File: config.mk
export PLATFORM = sky130hd
export DESIGN_NAME = mux16_scan_ctrl_flat
export DESIGN_NICKNAME = d
export VERILOG_FILES = /design/src/rtl/mux16_scan_if.sv /design/src/rtl/mux16_scan_ctrl.sv /design/src/flat_wrapper.sv
export SDC_FILE = /design/constraint.sdc
export NUM_CORES = 1
export LEC_CHECK = 0
export ABC_AREA = 1
export BUFFER_PORTS_ARGS = -buffer_cell sky130_fd_sc_hd__buf_2
export CORE_MARGIN = 1
export CORE_UTILIZATION = 55
export DETAILED_ROUTE_END_ITERATION = 6
export PLACE_DENSITY_LB_ADDON = 0.2
export RECOVER_POWER = 25
export SLEW_MARGIN = 20
export SYNTH_ARGS = -nofsm -noshare
export SYNTH_HDL_FRONTEND = slang
export SYNTH_SLANG_ARGS = --single-unit
File: constraint.sdc
create_clock -name clk -period 4.4 [get_ports clk]
set_clock_uncertainty 0.15 [all_clocks]
set_input_delay 0.88 -clock clk [delete_from_list [all_inputs] [get_ports clk]]
set_output_delay 0.88 -clock clk [all_outputs]
set_load 0.02 [all_outputs]
File: src/rtl/mux16_scan_if.sv
// Handshake and mux-facing signals of the 16-channel scan controller.
// The cont input exists only when MUX16_SCAN_CONT_EN is defined.
interface mux16_scan_if;
  logic        start;
  logic        sample_in;
  logic        s0;
  logic        s1;
  logic        s2;
  logic        s3;
  logic        busy;
  logic        done;
  logic [15:0] result;
`ifdef MUX16_SCAN_CONT_EN
  logic        cont;

  modport master (output start, sample_in, cont,
                  input  s0, s1, s2, s3, busy, done, result);
  modport slave  (input  start, sample_in, cont,
                  output s0, s1, s2, s3, busy, done, result);
`else
  modport master (output start, sample_in,
                  input  s0, s1, s2, s3, busy, done, result);
  modport slave  (input  start, sample_in,
                  output s0, s1, s2, s3, busy, done, result);
`endif
endinterface

File: src/rtl/mux16_scan_ctrl.sv
// Steps a 16:1 mux through all channels, samples each after DWELL cycles and
// publishes the 16 samples as one word. Optional continuous mode: MUX16_SCAN_CONT_EN.
module mux16_scan_ctrl #(
  parameter int DWELL = 2,
  parameter int CNT_W = 8
) (
  input  logic          clk,
  input  logic          rst_n,
  mux16_scan_if.slave   bus
);

  localparam logic [1:0] ST_IDLE = 2'd0;
  localparam logic [1:0] ST_SCAN = 2'd1;
  localparam logic [1:0] ST_DONE = 2'd2;

  // A dwell of 0 is treated as 1 so the counter compare is always reachable.
  localparam int               DW_EFF   = (DWELL < 1) ? 1 : DWELL;
  localparam logic [CNT_W-1:0] CNT_LAST = CNT_W'(DW_EFF - 1);
  localparam logic [CNT_W-1:0] CNT_ONE  = CNT_W'(1);

  logic [1:0]       state_q,  state_d;
  logic [3:0]       ch_q,     ch_d;
  logic [CNT_W-1:0] cnt_q,    cnt_d;
  logic [15:0]      shadow_q, shadow_d;
  logic [15:0]      result_q, result_d;
  logic             busy_q,   busy_d;
  logic             done_q,   done_d;
  logic             cont_s;

`ifdef MUX16_SCAN_CONT_EN
  assign cont_s = bus.cont;
`else
  assign cont_s = 1'b0;
`endif

  // Next-state logic; ch_q doubles as the registered select value and is 0 outside SCAN.
  always_comb begin
    state_d  = state_q;
    ch_d     = ch_q;
    cnt_d    = cnt_q;
    shadow_d = shadow_q;
    result_d = result_q;
    busy_d   = busy_q;
    done_d   = 1'b0;
    case (state_q)
      ST_IDLE: begin
        ch_d  = 4'd0;
        cnt_d = {CNT_W{1'b0}};
        if (bus.start) begin
          state_d  = ST_SCAN;
          busy_d   = 1'b1;
          shadow_d = 16'h0000;
        end else begin
          state_d  = ST_IDLE;
          busy_d   = 1'b0;
        end
      end
      ST_SCAN: begin
        if (cnt_q == CNT_LAST) begin
          cnt_d          = {CNT_W{1'b0}};
          shadow_d[ch_q] = bus.sample_in;
          if (ch_q == 4'd15) begin
            // Result and done are registered on the last sample edge so they appear in DONE.
            state_d  = ST_DONE;
            result_d = shadow_d;
            done_d   = 1'b1;
            busy_d   = 1'b0;
            ch_d     = 4'd0;
          end else begin
            ch_d = ch_q + 4'd1;
          end
        end else begin
          cnt_d = cnt_q + CNT_ONE;
        end
      end
      ST_DONE: begin
        ch_d  = 4'd0;
        cnt_d = {CNT_W{1'b0}};
        if (cont_s) begin
          state_d  = ST_SCAN;
          busy_d   = 1'b1;
          shadow_d = 16'h0000;
        end else begin
          state_d  = ST_IDLE;
          busy_d   = 1'b0;
        end
      end
      default: begin
        state_d  = ST_IDLE;
        ch_d     = 4'd0;
        cnt_d    = {CNT_W{1'b0}};
        busy_d   = 1'b0;
      end
    endcase
  end

  // State, datapath and output registers.
  always_ff @(posedge clk or negedge rst_n) begin
    if (!rst_n) begin
      state_q  <= ST_IDLE;
      ch_q     <= 4'd0;
      cnt_q    <= {CNT_W{1'b0}};
      shadow_q <= 16'h0000;
      result_q <= 16'h0000;
      busy_q   <= 1'b0;
      done_q   <= 1'b0;
    end else begin
      state_q  <= state_d;
      ch_q     <= ch_d;
      cnt_q    <= cnt_d;
      shadow_q <= shadow_d;
      result_q <= result_d;
      busy_q   <= busy_d;
      done_q   <= done_d;
    end
  end

  assign bus.s0     = ch_q[3];
  assign bus.s1     = ch_q[2];
  assign bus.s2     = ch_q[1];
  assign bus.s3     = ch_q[0];
  assign bus.busy   = busy_q;
  assign bus.done   = done_q;
  assign bus.result = result_q;

endmodule

File: src/flat_wrapper.sv
// flat-port wrapper written by rule: the top's interface ports become plain ports
module mux16_scan_ctrl_flat 
#(
  parameter int DWELL = 2,
  parameter int CNT_W = 8
)
  (clk, rst_n, bus_start, bus_sample_in, bus_s0, bus_s1, bus_s2, bus_s3, bus_busy, bus_done, bus_result);
  mux16_scan_if bus_i ();
  input  logic clk;
  input  logic rst_n;
  input wire logic [$bits(bus_i.start)-1:0] bus_start;
  input wire logic [$bits(bus_i.sample_in)-1:0] bus_sample_in;
  output wire logic [$bits(bus_i.s0)-1:0] bus_s0;
  output wire logic [$bits(bus_i.s1)-1:0] bus_s1;
  output wire logic [$bits(bus_i.s2)-1:0] bus_s2;
  output wire logic [$bits(bus_i.s3)-1:0] bus_s3;
  output wire logic [$bits(bus_i.busy)-1:0] bus_busy;
  output wire logic [$bits(bus_i.done)-1:0] bus_done;
  output wire logic [$bits(bus_i.result)-1:0] bus_result;
  assign bus_i.start = bus_start;
  assign bus_i.sample_in = bus_sample_in;
  assign bus_s0 = bus_i.s0;
  assign bus_s1 = bus_i.s1;
  assign bus_s2 = bus_i.s2;
  assign bus_s3 = bus_i.s3;
  assign bus_busy = bus_i.busy;
  assign bus_done = bus_i.done;
  assign bus_result = bus_i.result;
  mux16_scan_ctrl #(.DWELL(DWELL), .CNT_W(CNT_W)) u_core (.clk(clk), .rst_n(rst_n), .bus(bus_i));
endmodule
==> results of run 1 <==
## Yosys cell counts
cell,count,area (um2)
sky130_fd_sc_hd__nand2_1,99,372
sky130_fd_sc_hd__nor2_1,17,63.8
sky130_fd_sc_hd__nor2_4,3,33.8
sky130_fd_sc_hd__clkinv_1,1,3.75
sky130_fd_sc_hd__nand2_4,1,11.3
sky130_fd_sc_hd__buf_2,3,15.0
sky130_fd_sc_hd__inv_1,13,48.8
sky130_fd_sc_hd__clkbuf_1,1,3.75
sky130_fd_sc_hd__nor2_2,1,6.26
sky130_fd_sc_hd__a21oi_1,2,10.0
sky130_fd_sc_hd__dfrtp_1,47,1180
sky130_fd_sc_hd__xor2_1,4,35.0
sky130_fd_sc_hd__inv_2,3,11.3
sky130_fd_sc_hd__nand3_4,1,17.5
sky130_fd_sc_hd__o21ai_0,14,70.1
sky130_fd_sc_hd__nand2_2,1,6.26
sky130_fd_sc_hd__a31oi_1,1,6.26
sky130_fd_sc_hd__nor3_1,3,15.0
sky130_fd_sc_hd__buf_4,5,37.5
sky130_fd_sc_hd__ha_1,6,75.1
sky130_fd_sc_hd__buf_6,2,22.5
sky130_fd_sc_hd__o21ai_1,3,15.0
sky130_fd_sc_hd__nand4_1,2,12.5
sky130_fd_sc_hd__nand3_1,56,280
## stage by stage
stage	setup WS, ps	hold WS (ps)	total power [uW]
floorplan	2630	311	1060
global placement	2270	304	1180
detailed placement	2250	310	1190
CTS	2110	333	1480
global route	2030	366	1580
finish	2110	328	1470
## metal layers
layer	vias up	wire (um)	share of wire (%)	global-route usage [%]
met4	0	82	1.6	9.57
met5	-	0	0	0
met3	8	215	4.2	6.42
li1	984	-	-	-
met1	903	2380	47	34.7
met2	36	2400	47	39.4
## flip-flops by register name (all words and copies together) (netlist names)
signal and count:
u_core.cnt_q 8, u_core.bus.result 16, u_core.ch_q 4, u_core.bus.busy 1, u_core.shadow_q 16, u_core.bus.done 1, u_core.state_q 1
## logic make-up after synthesis
group / after synthesis / synth area share, %
AOI/OAI and AO/OA: 20 / 4.32
and+or+nand+nor: 184 / 34.8
buffers and inverters: 28 / 6.07
DFF: 47 / 50.1
adders and majority gates: 6 / 3.20
xor gates and xnor gates: 4 / 1.49
## worst max path at each step
stage / start / end / slack, ps
4_1_cts: u_core.ch_q[3] / bus_s0 / 2110
6_report: u_core.ch_q[3] / bus_s0 / 2110
3_5_place_dp: u_core.ch_q[0] / u_core.bus.result[9] / 2250
5_1_grt: u_core.ch_q[0] / u_core.bus.result[10] / 2030
3_3_place_gp: u_core.ch_q[0] / u_core.bus.result[2] / 2270
2_1_floorplan: u_core.ch_q[0] / u_core.bus.result[10] / 2630
## report_power, final
| group | internal [uW] | switching [uW] | leakage (uW) |
|---|---|---|---|
| Sequential | 538 | 101 | 0.000590 |
| Clock | 143 | 142 | 0.0000505 |
| Combinational | 176 | 370 | 0.000684 |
## layout make-up
| class | instances | area [um2] | area share, % |
|---|---|---|---|
| Timing Repair Buffer | 25 | 128 | 4.98 |
| Clock inverter | 1 | 7.51 | 0.293 |
| Inverter | 17 | 63.8 | 2.49 |
| Sequential cell | 47 | 1180 | 45.9 |
| Clock buffer | 7 | 96.3 | 3.76 |
| Tap cell | 50 | 62.6 | 2.44 |
| Multi-Input combinational cell | 214 | 1030 | 40.2 |
==> metrics, run 1 <==
run status finished, final reports clean; path length in cells of the critical path 1; DRT Pass-1 Iters 4; delay of the slowest cell on the worst path 690 ps; routed vias 1931; CTS Hold Buffers Added 0; GP Congestion 0.787; leakage power 0.00132 uW; final sum of negative setup slack 0 ps; CP Cell Sequence buf_2; sequential cell area fraction in the yosys report about half; maximum number of pins on one net before global-route repair 48; reg2reg setup slack 2220 ps; worst IR drop on VDD approximately 0.00028 V; layout cells sized above 1 between 10 and 15%; die width ~67 um; instance count of the mapped netlist slightly below 300; worst hold path class flip-flop to flip-flop; count of buffering cells on the critical path with inverters included 1; vertical die dimension 67.3 um; critical path peak fanout 14; Port-buffer cells 25; DP HPWL 3400 um; Routed Wire Length 5070 um; cells on worst reg2reg path 6; Max Cap Viol 0; cell family with most CP delay flip-flops; share of the core filled with cells in the final layout 63.2%; count of synthesis-stage warnings from yosys 0; critical-path cell with the highest stage delay sky130_fd_sc_hd__dfrtp_1; hold_sp u_core.bus.result[15]; final hold violations 0; global route overflow 0; crit path launch type flip-flop; effective utilization at floorplan 57.9%; critical setup path kind flip-flop to primary output; ratio of total power to cell area 574 nW/um2; mean post-synth cell area 8.13 um2; cell row count 23; global-route wire length before repair 8320 um; CTS tree yes; # Post-CTS Setup Buffers 0; final worst-path cycle share 52.0%; final design instance area without fill 2560 um2; cts bufs inserted 5; number of distinct standard cells referenced by the synthesized netlist 24; post-synthesis net count 299; max-slew headroom at the worst pin 51.6%; gr usage total 25.6%; cell depth of the worst min-delay path 2; Worst Path Required between 3000 and 4000 ps; later-pin clock latency in the skew report 300 ps; IO Pins 26; Min Clock Period, post-route 2290 ps; standard cell core area 4060 um2; average via count per standard cell 5.35; growth of design area from synthesis to finish 9.16%; Filler Cell Count 354; most common cell after layout, fill and taps aside sky130_fd_sc_hd__nand2_1; vias in the first global route ~1700; end point of the most critical hold path u_core.bus.result[15]; total die area 4540 um2; clock-pin slew on the worst setup and hold paths ~80 ps; initial antenna violation count 0; CTS Sinks 47; Final Non-Filler Cells between 300 and 400; Antenna Violating Nets Remaining 0; maximum buffer depth of the clock tree 2; RSZ-0062 raised after global routing no; quantity of gates resized following cts 0; worst reg2reg path startpoint u_core.ch_q[0]; detailed-route wire length per cell 14.1 um; H-Tree Level Count 2; Post-DP Area 2460 um2; upper clock frequency limit about 440 MHz; actual slew at the worst max-slew pin 723 ps; endpoint kind of the worst setup timing path primary output; root cell of the clock tree sky130_fd_sc_hd__clkbuf_8; Iter 0 DRT Violations 75; final slew viol count 0; Residual DRC 0; n_diodes 0; WP data arrival 1260 ps; placed cells 353; NumNets Final 320; synthesis-stage register bit count 47; most frequent cells in the layout 99 x sky130_fd_sc_hd__nand2_1, 56 x sky130_fd_sc_hd__nand3_1, 47 x sky130_fd_sc_hd__dfrtp_1, 24 x sky130_fd_sc_hd__buf_2, 17 x sky130_fd_sc_hd__nor2_1; final number of setup-violating endpoints 0; post-synthesis instance area 2350 um2; reg-to-reg endpoint u_core.bus.result[9]
Note: power is estimated with default switching activity, not from simulation.
==> inputs of run 2 (changes only) <==
--- a/config.mk
+++ b/config.mk
@@ -5,10 +5,10 @@
 export SDC_FILE = /design/constraint.sdc
 export NUM_CORES = 1
 export LEC_CHECK = 0
-export ABC_AREA = 1
+export ABC_AREA = 0
 export BUFFER_PORTS_ARGS = -buffer_cell sky130_fd_sc_hd__buf_2
 export CORE_MARGIN = 1
-export CORE_UTILIZATION = 55
+export CORE_UTILIZATION = 53
 export DETAILED_ROUTE_END_ITERATION = 6
 export PLACE_DENSITY_LB_ADDON = 0.2
 export RECOVER_POWER = 25
==> constraint.sdc (replaced) <==
create_clock -name clk -period 2.1 [get_ports clk]
set_clock_uncertainty 0.15 [all_clocks]
set_input_delay 0.42 -clock clk [delete_from_list [all_inputs] [get_ports clk]]
set_output_delay 0.42 -clock clk [all_outputs]
set_load 0.02 [all_outputs]
==> run 2 against run 1 <==
The run now ends with design-rule violations, negative setup slack left; via count is 2.9% lower; synthesized cell count is 20% lower; register-to-register slack worse by 2300 ps; cell count is 9.4% lower; power grew to 2.6 times the previous value; largest cell class is now multi-input gates; largest power group is now combinational cells.
==> metrics, run 2 <==
combinational cell fraction of total power around 50%; ratio of total power to cell area about 1300 nW/um2; crit path launch type flip-flop; post-synthesis net count 242; synth top area cells sky130_fd_sc_hd__dfrtp_1 46%, sky130_fd_sc_hd__mux2i_1 9.2%, sky130_fd_sc_hd__mux2_2 8.1%; upper clock frequency limit 468 MHz; cts bufs inserted 5; number of distinct standard cells referenced by the synthesized netlist 34; count of synthesis-stage warnings from yosys 0; global route overflow 0; Worst Path Required 2130 ps; hold slack final 289 ps; DP Worst Slack -92.4 ps; DRT Pass-1 Iters 6; switching power of the nets ~1500 uW; share of the synthesized area in the top cell type a little under half; flip-flop cell with the highest count after synthesis sky130_fd_sc_hd__dfrtp_1; hold_sp bus_start; end point of the most critical hold path u_core.bus.busy; internal power summed over all cells 2330 uW; cell depth of the worst min-delay path 3; most frequent cells after synthesis 46 x sky130_fd_sc_hd__dfrtp_1, 23 x sky130_fd_sc_hd__mux2i_1, 18 x sky130_fd_sc_hd__mux2_2; instance count of the mapped netlist between 200 and 250; CTS tree yes; gr usage total 23.6%; vias in the first global route 1959; die width between 70 and 80 um; growth of design area from synthesis to finish 19.7%; GP Congestion 0.792; critical path peak fanout 8; initial antenna violation count 0; part of the power in registers 33.6%; Max Cap Viol 0; IO Pins 26; failing checks design-rule violations, negative setup slack; cell with the most instances after synthesis sky130_fd_sc_hd__dfrtp_1; cells on worst reg2reg path 5; final hold violations 0; cell type with the highest aggregate area in the netlist sky130_fd_sc_hd__dfrtp_1; max-slew headroom at the worst pin 29.8%; average via count per standard cell 5.73; standard cell core area ~4400 um2; Antenna Violating Nets Remaining 0; leakage power ~0.0015 uW; vertical die dimension 70.7 um; Port-buffer cells 25; NumNets Final 284; routed vias 1875; mean post-synth cell area 10.8 um2; startpoint of the most critical setup path u_core.ch_q[1]; number of flip-flops in the largest register 16; root cell of the clock tree sky130_fd_sc_hd__clkbuf_8; Iter 0 DRT Violations 152; worst reg2reg path startpoint u_core.ch_q[1]; later-pin clock latency in the skew report 290 ps; actual slew at the worst max-slew pin between 1000 and 1500 ps; switching fraction of total power between 30% and 40%; post-synthesis instance area 2500 um2; most frequent cells in the layout 44 x sky130_fd_sc_hd__dfrtp_1, 24 x sky130_fd_sc_hd__buf_2, 23 x sky130_fd_sc_hd__mux2i_1, 23 x sky130_fd_sc_hd__buf_4, 17 x sky130_fd_sc_hd__nand2_1; total die area 5000 um2; endpoint kind of the worst setup timing path flip-flop; DP HPWL approximately 3600 um; Routed Wire Length 5250 um; final number of setup-violating endpoints 8; maximum buffer depth of the clock tree 2; effective utilization at floorplan between 50% and 60%; critical setup path kind flip-flop to flip-flop; most common cell after layout, fill and taps aside sky130_fd_sc_hd__dfrtp_1; share of flip-flops with an asynchronous set or reset 100%; CTS Sinks 46; synthesis-stage register bit count 46; clock-pin slew on the worst setup and hold paths roughly 80 ps; n_diodes 0; detailed-route wire length per cell 16.1 um; sequential cell area fraction in the yosys report 46.0%; WP data arrival 2170 ps; Min Clock Period, post-route 2140 ps; Residual DRC 4; run status complete, but fails checks; fraction of power consumed by the clock network 16.0%; final worst-path cycle share 102%; reg2reg setup slack -40 ps; RSZ-0062 raised after global routing yes; worst hold path class input port to flip-flop; final setup slack of the worst path -36.3 ps; count of flip-flops with a built-in enable after synthesis 0; cell row count 24; layout cells sized above 1 33.8%; worst IR drop on VDD 0.000701 V; reg-to-reg endpoint u_core.bus.result[7]; final slew viol count 0; H-Tree Level Count 2; global-route wire length before repair 9330 um; maximum number of pins on one net before global-route repair 28; share of the core filled with cells in the final layout 67.5%
[run 2: cell count changes in the layout (fill, tap and decap cells not counted), sizes merged, moves of 5 or more]
cell,previous run,this run
a21oi,2,7
mux2i,0,23
nand3,57,9
nand3b,0,8
nor2,21,7
or3,0,5
nand2,101,17
mux2,0,23
inv,16,9
o21ai,17,7
nor4b,0,5
nand4,2,16
buf,25,51
[run 2: layout make-up]
| class | count | area, um2 |
|---|---|---|
| multi-input combinational | 159 | 1280 |
| fill | 348 | 1450 |
| tap | 52 | 65.1 |
| timing repair buffer | 53 | 352 |
| clock buffer | 8 | 110 |
| inverter | 9 | 33.8 |
| sequential | 46 | 1150 |
[run 2: what timing repair did]
item | in CTS | in global routing
gates cloned | 0 | 0
endpoints found under the setup margin | 12 | 22
hold buffers | 1 | 0
pin swaps | 2 | 1
buffers inserted | 2 | 1
resized for setup | 11 | 5
endpoints found under the hold margin | 19 | 0
[run 2: how the worst max path moves through the flow]
stage | to | slack, ps | cells past startpoint
6_report | u_core.bus.result[7] | -40 | 5
2_1_floorplan | u_core.bus.result[10] | -380 | 6
3_3_place_gp | u_core.bus.result[6] | -60 | 6
5_1_grt | u_core.bus.result[6] | -100 | 5
4_1_cts | u_core.bus.result[7] | -30 | 5
3_5_place_dp | u_core.bus.result[5] | -90 | 6
[run 2: power by group through the flow]
| stage | combinational [uW] | sequential, uW | clock (uW) |
|---|---|---|---|
| floorplan | 1160 | 1410 | 0 |
| global placement | 1830 | 1290 | 0 |
| detailed placement | 1870 | 1300 | 0 |
| CTS | 1920 | 1290 | 630 |
| global route | 2160 | 1320 | 667 |
| finish | 1940 | 1290 | 615 |
[run 2: logic make-up after synthesis]
logic type,after synthesis,synth area share [%]
and+or+nand+nor,87,21.1
AOI/OAI and AO/OA,17,3.60
muxes,46,20.3
adders and majority gates,6,3.00
xor gates and xnor gates,3,1.05
DFF,46,46.0
buffers and inverters,27,5.04
[run 2: worst max-delay path, stage by stage, from the launching register on]
cell,delay (ps)
sky130_fd_sc_hd__dfrtp_2,390
sky130_fd_sc_hd__ha_4,130
sky130_fd_sc_hd__or4b_4,470
sky130_fd_sc_hd__nor4_4,340
sky130_fd_sc_hd__buf_6,220
sky130_fd_sc_hd__mux2_4,310
[run 2: metrics by stage]
| step | TNS (ps) | cells | cell area [um2] | power [uW] |
|---|---|---|---|---|
| after global placement | -570 | 315 | 2810 | 3120 |
| after global routing | -3000 | 327 | 3000 | 4140 |
| after CTS | -187 | 326 | 2990 | 3840 |
| final | -245 | 327 | 3000 | 3840 |
| after detailed placement | -965 | 315 | 2810 | 3170 |
| after floorplan | -4340 | 232 | 2520 | 2580 |
[run 2: per-layer routing]
metal	share of wire [%]	GRT usage, %	vias to the layer above
li1	-	-	910
met1	49	32.8	918
met2	47	37.3	39
met3	2.6	4.27	8
met4	1.5	8.67	0
met5	0	0	-
==> inputs of run 3 (changes only) <==
--- a/config.mk
+++ b/config.mk
@@ -10,9 +10,11 @@
 export CORE_MARGIN = 1
 export CORE_UTILIZATION = 53
 export DETAILED_ROUTE_END_ITERATION = 6
+export MAX_ROUTING_LAYER = met4
 export PLACE_DENSITY_LB_ADDON = 0.2
 export RECOVER_POWER = 25
-export SLEW_MARGIN = 20
+export REMOVE_ABC_BUFFERS = 1
+export SLEW_MARGIN = 40
 export SYNTH_ARGS = -nofsm -noshare
 export SYNTH_HDL_FRONTEND = slang
 export SYNTH_SLANG_ARGS = --single-unit
==> run 3 against run 2 <==
The flow still finishes with violations (design-rule violations, negative setup slack); worst setup slack lost 79 ps; non-clock buffer count rose by 3; core utilization rose by 0.42 points; combinational power hardly changed; worst hold slack got worse by 39 ps; first-iteration DRC count up 11%; clock power decreased by 9.1%; final area grew 0.63%; sequential share of layout area fell by 0.32 points; wire length is 6.3% higher; die area did not move.
==> metrics, run 3 (synthesis gave the netlist of run 2 again) <==
failing checks design-rule violations, negative setup slack; crit path launch type flip-flop; most common cell after layout, fill and taps aside sky130_fd_sc_hd__dfrtp_1; gr usage total 25.0%; growth of design area from synthesis to finish 20.5%; effective utilization at floorplan 56.4%; CTS tree yes; overall power 3810 uW; root cell of the clock tree sky130_fd_sc_hd__clkbuf_8; endpoint kind of the worst setup timing path flip-flop; average via count per standard cell between 5 and 6; DP Worst Slack -123 ps; maximum number of pins on one net before global-route repair 26; final number of setup-violating endpoints 16; leakage power between 0.001 and 0.0015 uW; share of the core filled with cells in the final layout 67.9%; Min Clock Period, post-route 2210 ps; routed vias around 1900; Filler Cell Count 361; cell row count 24; maximum buffer depth of the clock tree 2; Critical path destination u_core.bus.result[4]; upper clock frequency limit 452 MHz; worst hold path class input port to flip-flop; worst reg2reg path startpoint u_core.cnt_q[1]; ratio of total power to cell area 1260 nW/um2; run status complete, but fails checks; final slew viol count 0; layout cells sized above 1 32.7%; final worst-path cycle share 105%; area of the multi-input gates around 1300 um2; GP Congestion 0.877; cells on worst reg2reg path 7; standard cell core area 4440 um2; max-slew headroom at the worst pin 58.9%; Worst Path Required 2130 ps; CTS Sinks 46; reg-to-reg endpoint u_core.bus.result[4]; total die area between 5000 and 6000 um2; n_diodes 0; Residual DRC 9; worst IR drop on VDD 0.000658 V; final setup slack of the worst path -115 ps; critical setup path kind flip-flop to flip-flop; global route overflow 0; Port-buffer cells 25; actual slew at the worst max-slew pin 616 ps; startpoint of the most critical setup path u_core.cnt_q[1]; Max Cap Viol 0; Antenna Violating Nets Remaining 0; most frequent cells in the layout 46 x sky130_fd_sc_hd__dfrtp_1, 25 x sky130_fd_sc_hd__buf_4, 24 x sky130_fd_sc_hd__buf_2, 23 x sky130_fd_sc_hd__mux2i_1, 17 x sky130_fd_sc_hd__nand2_1; NumNets Final 287; IO Pins 26; initial antenna violation count 0; RSZ-0062 raised after global routing yes; final hold violations 0; register cell area after layout between 1000 and 1500 um2; number of flip-flops in the largest register 16; DRT Pass-1 Iters 6; vertical die dimension between 70 and 80 um; cts bufs inserted 5; H-Tree Level Count 2; clock-pin slew on the worst setup and hold paths 90 ps; vias in the first global route 1868; later-pin clock latency in the skew report approximately 300 ps; WP data arrival 2250 ps; global-route wire length before repair 9430 um; detailed-route wire length per cell around 17 um; Iter 0 DRT Violations 169; die width 70.7 um; critical path peak fanout 8; DP HPWL 3490 um; reg2reg setup slack -110 ps; Routed Wire Length 5580 um
run 3: worst min path at each step:
stage	from	to	slack [ps]	depth (start not counted)
floorplan	rst_n	u_core.bus.busy	-30	0
global placement	rst_n	u_core.bus.busy	280	1
detailed placement	rst_n	u_core.bus.busy	280	1
CTS	bus_start	u_core.bus.busy	250	3
global route	bus_start	u_core.bus.busy	270	3
finish	bus_start	u_core.bus.busy	250	3
run 3: worst max-delay path, stage by stage, from the launching register on:
cell and delay (ps):
sky130_fd_sc_hd__dfrtp_1 380, sky130_fd_sc_hd__inv_1 60, sky130_fd_sc_hd__ha_1 140, sky130_fd_sc_hd__or4b_4 480, sky130_fd_sc_hd__nor4_4 290, sky130_fd_sc_hd__buf_4 170
sky130_fd_sc_hd__buf_12 130, sky130_fd_sc_hd__mux2_4 300
run 3: stage by stage:
| step | instances | TNS (ps) | hold slack (ps) | area (um2) |
|---|---|---|---|---|
| final | 330 | -1520 | 250 | 3020 |
| after global routing | 330 | -3300 | 269 | 3020 |
| after CTS | 328 | -1780 | 249 | 3030 |
| after detailed placement | 314 | -1200 | 275 | 2810 |
| after global placement | 314 | -918 | 279 | 2810 |
| after floorplan | 214 | -10950 | -25.6 | 2410 |
run 3: layout make-up:
cell class | count | area share (%)
Clock inverter | 1 | 0.166
Timing Repair Buffer | 56 | 13.7
Inverter | 9 | 1.12
Clock buffer | 7 | 2.86
Tap cell | 52 | 2.16
Sequential cell | 46 | 38.1
Multi-Input combinational cell | 159 | 41.9
run 3: report_power, final:
group | switching (uW) | internal (uW) | total [uW]
Clock | 293 | 266 | 559
Sequential | 158 | 1140 | 1300
Combinational | 1080 | 863 | 1940
Total | 1530 | 2270 | 3810
run 3: layer usage:
layer | vias up | share of wire, % | GRT usage, %
met4 | 0 | 1.4 | 7.33
met5 | - | 0 | -
met1 | 928 | 48 | 34.4
met3 | 9 | 5.2 | 4.99
met2 | 60 | 46 | 37.7
li1 | 920 | - | -
run 3: timing repair:
action | 4_1_cts | 5_1_grt
setup buffers | 4 | 2
pin swaps | 2 | 1
endpoints found under the hold margin | 21 | 0
setup endpoints to repair | 12 | 16
hold buffers | 1 | 0
resized for setup | 10 | 1
cloned | 1 | 0
